<file path="src/rtl/mc_arb_pkg.sv">
// Shared types and constants for the MC port arbiter: FSM states, MC command
// encodings, request/response field widths and the response FIFO entry.
package mc_arb_pkg;

  typedef enum logic [1:0] {
    ARB   = 2'd0,
    DRAIN = 2'd1,
    WAIT  = 2'd2
  } arb_state_t;

  localparam int VADR_W = 48;
  localparam int DATA_W = 64;
  localparam int SIZE_W = 2;
  localparam int CMD_W  = 3;
  localparam int SCMD_W = 4;

  localparam logic [CMD_W-1:0] MC_CMD_IDLE = 3'd0;
  localparam logic [CMD_W-1:0] MC_CMD_RD   = 3'd1;
  localparam logic [CMD_W-1:0] MC_CMD_WR   = 3'd2;

  // Response payload; rtnctl travels beside it because its width is a module parameter.
  typedef struct packed {
    logic [CMD_W-1:0]  cmd;
    logic [SCMD_W-1:0] scmd;
    logic [DATA_W-1:0] data;
  } rsp_entry_t;

endpackage

</file>
<file path="src/rtl/mc_rsp_fifo.sv">
// Synchronous FIFO holding MC responses until the addressed requester takes them.
// Exposes its occupancy so the owner can raise backpressure early.
module mc_rsp_fifo #(
  parameter int DEPTH = 8,
  parameter int WIDTH = 8
) (
  input  logic                     clk,
  input  logic                     i_reset,
  input  logic                     push,
  input  logic [WIDTH-1:0]         wr_data,
  input  logic                     pop,
  output logic [WIDTH-1:0]         rd_data,
  output logic                     empty,
  output logic [$clog2(DEPTH):0]   count
);

  localparam int AW = $clog2(DEPTH);
  localparam int CW = AW + 1;
  localparam logic [CW-1:0] FULL_CNT = CW'(DEPTH);

  logic [WIDTH-1:0] mem [DEPTH];
  logic [AW-1:0]    wr_ptr;
  logic [AW-1:0]    rd_ptr;
  logic             full;
  logic             do_push;
  logic             do_pop;

  assign empty   = (count == '0);
  assign full    = (count == FULL_CNT);
  assign do_push = push && !full;
  assign do_pop  = pop && !empty;
  assign rd_data = mem[rd_ptr];

  always_ff @(posedge clk) begin
    if (do_push) mem[wr_ptr] <= wr_data;
  end

  always_ff @(posedge clk) begin
    if (i_reset) begin
      wr_ptr <= '0;
      rd_ptr <= '0;
      count  <= '0;
    end else begin
      if (do_push) wr_ptr <= wr_ptr + AW'(1);
      if (do_pop)  rd_ptr <= rd_ptr + AW'(1);
      if (do_push && !do_pop)      count <= count + CW'(1);
      else if (!do_push && do_pop) count <= count - CW'(1);
    end
  end

  // The MC must honour the early stall; overrunning the FIFO is a protocol violation.
  assert property (@(posedge clk) disable iff (i_reset) !(push && full));

endmodule

</file>
<file path="src/rtl/mc_port_arbiter.sv">
// Shares one MC port among NUM_REQ requesters: round-robin request arbitration,
// ID-tagged response routing through a FIFO, and write-flush sequencing.
module mc_port_arbiter
  import mc_arb_pkg::*;
#(
  parameter int NUM_REQ      = 4,
  parameter int ID_W         = $clog2(NUM_REQ),
  parameter int RTNCTL_WIDTH = 32,
  parameter int RS_DEPTH     = 8,
  parameter int RS_SLACK     = 4,
  localparam int TAG_W       = RTNCTL_WIDTH - ID_W
) (
  input  logic                        clk,
  input  logic                        i_reset,
  input  logic [NUM_REQ-1:0]          req_vld,
  output logic [NUM_REQ-1:0]          req_rdy,
  input  logic [NUM_REQ*VADR_W-1:0]   req_vadr,
  input  logic [NUM_REQ*DATA_W-1:0]   req_data,
  input  logic [NUM_REQ*SIZE_W-1:0]   req_size,
  input  logic [NUM_REQ*CMD_W-1:0]    req_cmd,
  input  logic [NUM_REQ*SCMD_W-1:0]   req_scmd,
  input  logic [NUM_REQ*TAG_W-1:0]    req_rtnctl,
  output logic [NUM_REQ-1:0]          rsp_vld,
  input  logic [NUM_REQ-1:0]          rsp_rdy,
  output logic [CMD_W-1:0]            rsp_cmd,
  output logic [SCMD_W-1:0]           rsp_scmd,
  output logic [DATA_W-1:0]           rsp_data,
  output logic [TAG_W-1:0]            rsp_rtnctl,
  input  logic [NUM_REQ-1:0]          flush_req,
  output logic [NUM_REQ-1:0]          flush_done,
  output logic                        mc_rq_vld,
  output logic [RTNCTL_WIDTH-1:0]     mc_rq_rtnctl,
  output logic [DATA_W-1:0]           mc_rq_data,
  output logic [VADR_W-1:0]           mc_rq_vadr,
  output logic [SIZE_W-1:0]           mc_rq_size,
  output logic [CMD_W-1:0]            mc_rq_cmd,
  output logic [SCMD_W-1:0]           mc_rq_scmd,
  input  logic                        mc_rq_stall,
  input  logic                        mc_rs_vld,
  input  logic [CMD_W-1:0]            mc_rs_cmd,
  input  logic [SCMD_W-1:0]           mc_rs_scmd,
  input  logic [DATA_W-1:0]           mc_rs_data,
  input  logic [RTNCTL_WIDTH-1:0]     mc_rs_rtnctl,
  output logic                        mc_rs_stall,
  output logic                        mc_rq_flush,
  input  logic                        mc_rs_flush_cmplt,
  output arb_state_t                  dbg_state
);

  localparam int CNT_W = $clog2(RS_DEPTH) + 1;
  localparam int ENT_W = $bits(rsp_entry_t) + RTNCTL_WIDTH;
  localparam logic [CNT_W-1:0] STALL_LVL = CNT_W'(RS_DEPTH - RS_SLACK);

  arb_state_t      state_q, state_d;
  logic [ID_W-1:0] rr_ptr_q, win_id, flush_id, flush_id_q;
  logic            grant_en, grant, flush_any, drained;

  // First valid requester at or above ptr, wrapping; later offsets are overwritten.
  function automatic logic [ID_W-1:0] rr_pick(input logic [NUM_REQ-1:0] vld,
                                              input logic [ID_W-1:0]    ptr);
    logic [ID_W-1:0] pick;
    int idx;
    pick = '0;
    for (int i = NUM_REQ - 1; i >= 0; i--) begin
      idx = (int'(ptr) + i) % NUM_REQ;
      if (vld[idx]) pick = ID_W'(idx);
    end
    return pick;
  endfunction

  assign flush_any = |flush_req;
  assign drained   = !mc_rq_vld;
  assign dbg_state = state_q;

  always_comb begin
    flush_id = '0;
    for (int i = NUM_REQ - 1; i >= 0; i--)
      if (flush_req[i]) flush_id = ID_W'(i);
  end

  always_ff @(posedge clk) begin
    if (i_reset) state_q <= ARB;
    else         state_q <= state_d;
  end

  always_comb begin
    state_d = state_q;
    case (state_q)
      ARB:     if (flush_any) state_d = DRAIN;
      DRAIN:   if (drained) state_d = WAIT;
      WAIT:    if (mc_rs_flush_cmplt) state_d = ARB;
      default: state_d = ARB;
    endcase
  end

  always_comb begin
    grant_en    = 1'b0;
    mc_rq_flush = 1'b0;
    flush_done  = '0;
    case (state_q)
      ARB:     grant_en = !flush_any && !mc_rq_stall && !i_reset;
      DRAIN:   mc_rq_flush = drained;
      WAIT:    if (mc_rs_flush_cmplt && !i_reset) flush_done = NUM_REQ'(1) << flush_id_q;
      default: ;
    endcase
  end

  always_ff @(posedge clk) begin
    if (i_reset)                        flush_id_q <= '0;
    else if (state_q == ARB && flush_any) flush_id_q <= flush_id;
  end

  // Handshake: a request transfers in any cycle where req_vld[i] && req_rdy[i];
  // req_rdy is at most one-hot and never depends on the requester's own data.
  assign win_id  = rr_pick(req_vld, rr_ptr_q);
  assign grant   = grant_en && |req_vld;
  assign req_rdy = grant ? (NUM_REQ'(1) << win_id) : '0;

  always_ff @(posedge clk) begin
    if (i_reset) begin
      rr_ptr_q     <= '0;
      mc_rq_vld    <= 1'b0;
      mc_rq_rtnctl <= '0;
      mc_rq_data   <= '0;
      mc_rq_vadr   <= '0;
      mc_rq_size   <= '0;
      mc_rq_cmd    <= '0;
      mc_rq_scmd   <= '0;
    end else begin
      mc_rq_vld <= grant;
      if (grant) begin
        rr_ptr_q     <= (win_id == ID_W'(NUM_REQ - 1)) ? '0 : win_id + ID_W'(1);
        mc_rq_rtnctl <= {win_id, req_rtnctl[win_id*TAG_W +: TAG_W]};
        mc_rq_data   <= req_data[win_id*DATA_W +: DATA_W];
        mc_rq_vadr   <= req_vadr[win_id*VADR_W +: VADR_W];
        mc_rq_size   <= req_size[win_id*SIZE_W +: SIZE_W];
        mc_rq_cmd    <= req_cmd[win_id*CMD_W +: CMD_W];
        mc_rq_scmd   <= req_scmd[win_id*SCMD_W +: SCMD_W];
      end
    end
  end

  rsp_entry_t              head_ent;
  logic [RTNCTL_WIDTH-1:0] head_rtn;
  logic [ENT_W-1:0]        fifo_wdata, fifo_rdata;
  logic [ID_W-1:0]         head_id;
  logic                    fifo_empty, fifo_pop;
  logic [CNT_W-1:0]        fifo_cnt, cnt_next;

  assign fifo_wdata = {mc_rs_cmd, mc_rs_scmd, mc_rs_data, mc_rs_rtnctl};
  assign {head_ent, head_rtn} = fifo_rdata;
  assign head_id    = head_rtn[RTNCTL_WIDTH-1 -: ID_W];
  assign fifo_pop   = !fifo_empty && rsp_rdy[head_id];
  assign rsp_vld    = fifo_empty ? '0 : (NUM_REQ'(1) << head_id);
  assign rsp_cmd    = fifo_empty ? '0 : head_ent.cmd;
  assign rsp_scmd   = fifo_empty ? '0 : head_ent.scmd;
  assign rsp_data   = fifo_empty ? '0 : head_ent.data;
  assign rsp_rtnctl = fifo_empty ? '0 : head_rtn[TAG_W-1:0];

  mc_rsp_fifo #(
    .DEPTH (RS_DEPTH),
    .WIDTH (ENT_W)
  ) u_rsp_fifo (
    .clk     (clk),
    .i_reset (i_reset),
    .push    (mc_rs_vld),
    .wr_data (fifo_wdata),
    .pop     (fifo_pop),
    .rd_data (fifo_rdata),
    .empty   (fifo_empty),
    .count   (fifo_cnt)
  );

  // Stall looks at next cycle's occupancy so RS_SLACK entries remain for in-flight responses.
  always_comb begin
    cnt_next = fifo_cnt;
    if (mc_rs_vld && !fifo_pop)      cnt_next = fifo_cnt + CNT_W'(1);
    else if (!mc_rs_vld && fifo_pop) cnt_next = fifo_cnt - CNT_W'(1);
  end

  always_ff @(posedge clk) begin
    if (i_reset) mc_rs_stall <= 1'b0;
    else         mc_rs_stall <= (cnt_next >= STALL_LVL);
  end

endmodule

</file>
<file path="config.mk">
export PLATFORM = sky130hd
export DESIGN_NAME = mc_port_arbiter
export DESIGN_NICKNAME = d
export VERILOG_FILES = /design/src/rtl/mc_arb_pkg.sv /design/src/rtl/mc_rsp_fifo.sv /design/src/rtl/mc_port_arbiter.sv
export SDC_FILE = /design/constraint.sdc
export NUM_CORES = 1
export LEC_CHECK = 0
export ABC_AREA = 1
export CAP_MARGIN = 20
export CORE_AREA = 2 2 384 386
export DETAILED_ROUTE_END_ITERATION = 8
export DIE_AREA = 0 0 386 388
export GPL_TIMING_DRIVEN = 0
export SLEW_MARGIN = 20
export SYNTH_ARGS = -nofsm -noshare
export SYNTH_HDL_FRONTEND = slang
export SYNTH_HIERARCHICAL = 1
export SYNTH_SLANG_ARGS = --single-unit
</file>
<file path="constraint.sdc">
create_clock -name clk -period 6.05 [get_ports clk]
set_input_delay 0.9075 -clock clk [delete_from_list [all_inputs] [get_ports clk]]
set_output_delay 0.9075 -clock clk [all_outputs]
set_load 0.005 [all_outputs]
</file>
==> results of run 1 <==
per-stage QoR:
stage | hold slack (ns) | std cells | setup WS (ns) | util [%]
global placement | 0.4748 | 8482 | -5.003 | 41.39
global route | 0.5462 | 8741 | 0.5265 | 44.70
detailed placement | 0.4947 | 8528 | 0.7095 | 42.20
CTS | 0.5019 | 8724 | 0.7027 | 44.67
finish | 0.5036 | 8753 | 0.7360 | 44.72
floorplan | 0.4586 | 5571 | 0.02290 | -
tightest hold or removal path, delay by kind of cell (launching register included):
family	cells	cell delay [ns]
compound gates	1	0.06
flops	1	0.33
simple gates	1	0.07
flip-flops by register name, indices dropped and copies added (netlist names), named ones only:
name	flops
mc_rq_vadr	48
flush_id_q	2
mc_rq_vld	1
mc_rq_data	64
mc_rq_rtnctl	32
dbg_state	2
u_rsp_fifo/rd_ptr	3
mc_rs_stall	1
rr_ptr_q	2
mc_rq_size	2
mc_rq_scmd	4
u_rsp_fifo/wr_ptr	3
mc_rq_cmd	3
u_rsp_fifo/mem	824
u_rsp_fifo/count	4
placed cells by master, fill, tap and decap left out, types with 169 or more instances in the layout:
master and count:
nand2_1 815, inv_1 894, clkdlybuf4s50_1 994, edfxtp_1 824, nand3_1 777, o21ai_1 299
o21ai_0 326, dfxtp_1 174, nor2_1 1044, clkbuf_1 169
layer usage:
layer  vias to the layer above  routed length (µm)  global-route usage, %
li1                      20270                   -                      -
met1                     20810               82260                  33.49
met2                      2022               99960                  45.13
met3                       433               23130                  9.547
met4                        66               11030                  12.66
met5                         -                 386                      0
final cells by class:
cell class / count / area, µm²
tap: 1917 / 2399
multi-input combinational: 3316 / 14430
buffer: 358 / 1777
fill: 14150 / 80280
inverter: 899 / 3377
antenna: 29 / 72.57
clock buffer: 138 / 2908
timing repair buffer: 1040 / 11070
clock inverter: 58 / 670.6
sequential: 998 / 28230
where the power goes:
| part | switching [W] | internal (W) |
|---|---|---|
| Sequential | 0.0000902 | 0.00778 |
| Combinational | 0.00508 | 0.00307 |
| Clock | 0.00286 | 0.00387 |
| Total | 0.00803 | 0.0147 |
how the worst min path moves through the flow:
stage	end	depth (start not counted)
floorplan	register	2
global placement	u_rsp_fifo/wr_ptr[0]	2
detailed placement	u_rsp_fifo/wr_ptr[0]	2
CTS	u_rsp_fifo/wr_ptr[0]	2
global route	u_rsp_fifo/wr_ptr[0]	2
finish	flush_id_q[1]	2
cells by family after synthesis:
kind of cell    synth area share, %
xor+xnor                    0.09171
simple gates                  23.07
flops                         59.11
compound gates                6.760
fa+ha+maj                    0.1729
buf+inv                       10.79
==> out/qor.yml, run 1 <==
outcome:
  status: "completed"
sta:
  rsz0062_at_grt: "no"
  setup_viol: 0
  maxSlewViolCount: 0
  fmax_mhz: 188.2
  clock_skew_ns: 0.06857
  fin_crit_ns: 5.314
  tightest_slew_ns: 1.149
  finalHoldViolCount: 0
  finalCritPeriodShare_pct: 87.84
  setup-tns-final_ns: 0
  slew_headroom_pct: 23.38
place:
  io_buffer_count: 994
  hpwl_um: 168200
  place_area_mm2: 0.06128
  gp_congestion: 1.014
drt:
  dr_total_vias: 43610
  drt-total-wl_um: 216800
  drt-wirelength-per-cell_um: 24.76
  drt-pass1-iter-count: 5
  drt_iter0_markers: 3796
  via_per_inst: 4.982
  antenna_left: 0
  drc: 0
floorplanning:
  dieArea_mm2: 0.1498
  core_mm2: 0.1452
  fp.dieH_um: 388
  ios: 995
  rows: 140
  start_util_pct: 32.88
  die_w_um: 386
grt:
  antenna_found_initial: 74
  grt_pass1_wl_um: 298300
  grt_max_degree: 24
  grt_usage_pct: 27.96
  grt-ovfl-total: 0
  first_global_vias: 41520
synth:
  synth-seq-cells: 998
  netlist_top_cells_area: "edfxtp_1 52%, nor2_1 8.3%, nand3_1 8.1%, dfxtp_1 7.3%, inv_1 7.0%"
  synth_area_leader_cell: "edfxtp_1"
  synth_top_cell_area_share_pct: 51.82
  synth.yosys.seq_area_share_pct: 59.11
  synthFlopType: "edfxtp_1"
  synth_area_mm2: 0.04775
  yosys_warnings: 6
  syn_area_per_cell_um2: 8.571
  async_flop_share_pct: 0
  synth-edff-count: 824
  synth_cells: 5571
  synth_commonest_cells: "1,052 x nor2_1, 894 x inv_1, 824 x edfxtp_1, 815 x nand2_1, 777 x nand3_1"
  synth_nets: 6301
  yosysUniqueCellTypes: 35
  synth.most_common_cell: "nor2_1"
critical_path:
  worstSetupEndpoint: "rsp_data[48]"
  critPathMaxFanout: 10
  ff2ff_path_depth: 21
  crit_chain: "nor2_1, nand3_1, inv_1, clkbuf_1, clkbuf_1, clkbuf_1, nor2_1, clkdlybuf4s50_1"
  slowest_delay_ns: 0.85
  crit_buf_inv: 5
  start_kind: "register"
  required_ns: 5.14
  cp_data_arrival_time_ns: 4.41
  cp.depth: 8
  crit_start: "u_rsp_fifo/count[0]"
  r2r_slack_ns: 1.34
  crit_family: "buffers and inverters"
  endpoint_kind: "primary output"
  r2r-end: "u_rsp_fifo/count[3]"
  slowest_stage: "clkbuf_1"
  crit_type: "register to primary output"
  path_common_cell: "clkbuf_1"
min_path:
  worstHoldPathType: "register to register"
  min_from: "flush_id_q[1]"
finish:
  nets: 7452
  syn_to_final_growth_pct: 35.99
  fin_area_mm2: 0.06493
  drive_above_1_share_pct: 5.979
flow_run:
  drv_cap: 0
power_and_ir_drop:
  powerDensity_mw_per_mm2: 350.2
  cellLeakagePower_nw: 27.13
  ir_worst_vdd_mv: 0.2811
  finalPower_w: 0.02274
clock_tree:
  cts_max_level: 3
  cts_tree: "done"
  cts-root-buf: "clkbuf_16"
  cts_hold_buf: 0
  cts.repair.resized: 0
  cts_buffer_depth: 3
  post_cts_buffers: 0
  clk_latency_ns: 0.75
  clkTransAtPathRegs_ns: 0.06
  cts_buffers: 109
  cts_sinks: 998
Note: power is estimated with default switching activity, not from simulation.
==> run 2, diff against run 1 <==
- CORE_AREA: 2 2 384 386 -> 2 2 389 391
- DIE_AREA: 0 0 386 388 -> 0 0 391 393
- DONT_BUFFER_PORTS: unset -> 1
- PLACE_DENSITY: unset -> 0.58
==> out/qor.yml, run 2 (synthesized netlist as in run 1, its figures left out) <==
place:
  hpwl_um: 165700  # was 168,200 µm
  io_buffer_count: 0  # was 994
  place_area_mm2: 0.05131  # was 0.06128 mm²
  placed_cells: 7560  # was 8,528
  gp_congestion: 0.9761  # was 1.014
finish:
  final_cells: 7784  # was 8,753
  fin_area_mm2: 0.05482  # was 0.06493 mm²
  layout_commonest_cell: "nor2_1"  # unchanged
  largest_registers: "u_rsp_fifo/mem x824, mc_rq_data x64, mc_rq_vadr x48"  # unchanged
  drive_above_1_share_pct: 6.859  # was 5.979%
  final_core_util_pct: 36.73  # was 44.72%
  largest_reg_flops: 824  # unchanged
  nets: 6457  # was 7,452
  syn_to_final_growth_pct: 14.81  # was 35.99%
  final_cell_mix: "1,044 x nor2_1, 894 x inv_1, 824 x edfxtp_1"  # was 1,044 x nor2_1, 994 x clkdlybuf4s50_1, 894 x inv_1
  regMostFlops: "u_rsp_fifo/mem"  # unchanged
critical_path:
  start_kind: "register"  # unchanged
  critPathMaxFanout: 10  # unchanged
  slowest_delay_ns: 0.95  # was 0.85 ns
  crit_buf_inv: 4  # was 5
  crit_start: "u_rsp_fifo/count[0]"  # unchanged
  cp_data_arrival_time_ns: 4.04  # was 4.41 ns
  path_common_cell: "clkbuf_1"  # unchanged
  r2r-end: "u_rsp_fifo/count[3]"  # unchanged
  worstSetupEndpoint: "rsp_rtnctl[22]"  # was rsp_data[48]
  ff2ff_path_depth: 21  # unchanged
  required_ns: 5.14  # about the same
  crit_family: "buffers and inverters"  # unchanged
  crit_chain: "nor2_1, nand3_1, inv_1, clkbuf_1, clkbuf_1, clkbuf_1, nor2_1"  # was nor2_1, nand3_1, inv_1, clkbuf_1, clkbuf_1, clkbuf_1, nor2_1, clkdlybuf4s50_1
  slowest_stage: "clkbuf_1"  # unchanged
  cp.depth: 7  # was 8
  r2r_slack_ns: 1.30  # was 1.34 ns
  crit_type: "register to primary output"  # unchanged
  endpoint_kind: "primary output"  # unchanged
sta:
  fmax_mhz: 201.9  # was 188.2 MHz
  maxSlewViolCount: 0  # unchanged
  setup_viol: 0  # unchanged
  fin_crit_ns: 4.952  # was 5.314 ns
  setup-tns-final_ns: 0  # unchanged
  finalCritPeriodShare_pct: 81.86  # was 87.84%
  rsz0062_at_grt: "no"  # unchanged
  finalHoldViolCount: 0  # unchanged
  slew_headroom_pct: 20.34  # was 23.38%
  clock_skew_ns: 0.06268  # was 0.06857 ns
  tightest_slew_ns: 1.195  # was 1.149 ns
floorplanning:
  core_mm2: 0.1492  # was 0.1452 mm²
  die_w_um: 391  # was 386 µm
  fp.dieH_um: 393  # was 388 µm
  ios: 995  # unchanged
  dieArea_mm2: 0.1537  # was 0.1498 mm²
  rows: 142  # was 140
  start_util_pct: 32.00  # was 32.88%
power_and_ir_drop:
  seqPwrFrac_pct: 37.8  # was 34.6%
  comb_power_share_pct: 31.0  # was 35.8%
  cellLeakagePower_nw: 23.24  # was 27.13 nW
  sw_frac_of_total_pct: 36.88  # was 35.29%
  powerDensity_mw_per_mm2: 381.4  # was 350.2 mW/mm²
  ir_worst_vdd_mv: 0.3453  # was 0.2811 mV
  p_int_w: 0.01320  # was 0.01472 W
  power.switching_w: 0.007710  # was 0.008025 W
  pwr-share-clk_pct: 31.2  # was 29.6%
grt:
  antenna_found_initial: 44  # was 74
  grt_pass1_wl_um: 287600  # was 298,300 µm
  first_global_vias: 37540  # was 41,520
  grt-ovfl-total: 0  # unchanged
  grt_max_degree: 23  # was 24
  grt_usage_pct: 26.77  # was 27.96%
clock_tree:
  cts.repair.resized: 0  # unchanged
  clk_latency_ns: 0.74  # was 0.75 ns
  post_cts_buffers: 0  # unchanged
  cts-root-buf: "clkbuf_16"  # unchanged
  cts_sinks: 998  # unchanged
  cts_buffer_depth: 3  # unchanged
  cts_tree: "done"  # unchanged
  cts_buffers: 109  # unchanged
  cts_max_level: 3  # unchanged
  cts_hold_buf: 0  # unchanged
  clkTransAtPathRegs_ns: 0.06  # about the same
drt:
  via_per_inst: 5.102  # was 4.982
  drt-total-wl_um: 213400  # was 216,800 µm
  antenna_left: 0  # unchanged
  dr_total_vias: 39720  # was 43,610
  drt-wirelength-per-cell_um: 27.42  # was 24.76 µm
  drt-pass1-iter-count: 5  # unchanged
  drt_iter0_markers: 3538  # was 3,796
  drc: 0  # unchanged
flow_run:
  drv_cap: 0  # unchanged
outcome:
  status: "completed"  # unchanged
min_path:
  min_from: "mc_rs_data[43]"  # was flush_id_q[1]
  worstHoldPathType: "input pin to register"  # was register to register
run 2: cell count changes in the layout (fill, tap and decap cells not counted), sizes merged:
cell | before | now
clkinvlp | 3 | 5
inv | 902 | 900
diode | 29 | 23
clkdlybuf4s50 | 994 | 0
bufinv | 11 | 7
clkbuf | 288 | 290
buf | 254 | 253
clkinv | 41 | 48
run 2: metrics by stage:
step | power (W) | setup slack [ns] | hold slack, ns
5_1_grt | 0.02196 | 0.9202 | 0.2135
4_1_cts | 0.02104 | 0.9475 | 0.1999
6_report | 0.02091 | 1.098 | 0.2549
3_5_place_dp | 0.01451 | 1.400 | 0.4820
3_3_place_gp | 0.01442 | -4.505 | 0.4751
2_1_floorplan | 0.01196 | 0.02290 | 0.4586
run 2: power by group through the flow:
stage                     clock network (W)  logic (W)  registers (W)
final                               0.00652    0.00649        0.00790
after global routing                0.00689    0.00715        0.00792
after CTS                           0.00664    0.00650        0.00789
after detailed placement                  0    0.00647        0.00804
after global placement                    0    0.00628        0.00814
after floorplan                           0    0.00391        0.00805
run 2: cell type report:
cell class / count / area, µm²
Fill cell: 15340 / 94420
Sequential cell: 998 / 28230
Multi-Input combinational cell: 3316 / 14430
Inverter: 899 / 3377
Clock buffer: 140 / 2874
Tap cell: 1944 / 2432
Buffer: 358 / 1777
Timing Repair Buffer: 45 / 1066
Clock inverter: 61 / 579.3
Antenna cell: 23 / 57.56
run 2: how the worst min path moves through the flow:
stage,endpoint,cells after the start,slack [ns]
floorplan,register,2,0.46
detailed placement,u_rsp_fifo/rd_ptr[2],2,0.48
global route,u_rsp_fifo/mem[6][61],0,0.21
global placement,u_rsp_fifo/wr_ptr[0],2,0.48
finish,u_rsp_fifo/mem[3][75],0,0.25
CTS,u_rsp_fifo/mem[2][60],0,0.20
run 2: worst reg2reg max path, cell delays in order, from the launching register on:
cell	delay, ns
dfxtp_1	0.31
clkbuf_1	0.39
clkbuf_1	0.83
clkbuf_1	0.45
nand2_1	0.11
nand2_1	0.17
clkbuf_1	0.30
nor2_1	0.09
nand2_1	0.07
nand4_1	0.30
nand2_1	0.25
inv_1	0.10
nand2_1	0.14
ha_1	0.20
inv_1	0.11
ha_1	0.33
a21oi_1	0.20
nand2_1	0.07
nand2_1	0.06
nand3_1	0.07
nand2_1	0.06
inv_1	0.04
run 2: per-layer routing:
metal	vias to the layer above	global-route usage [%]	part of all wire, %
met1	19200	30.77	37
met3	384	11.19	12
met4	34	11.60	4.7
met5	-	0	0.10
li1	18280	-	-
met2	1819	43.60	47
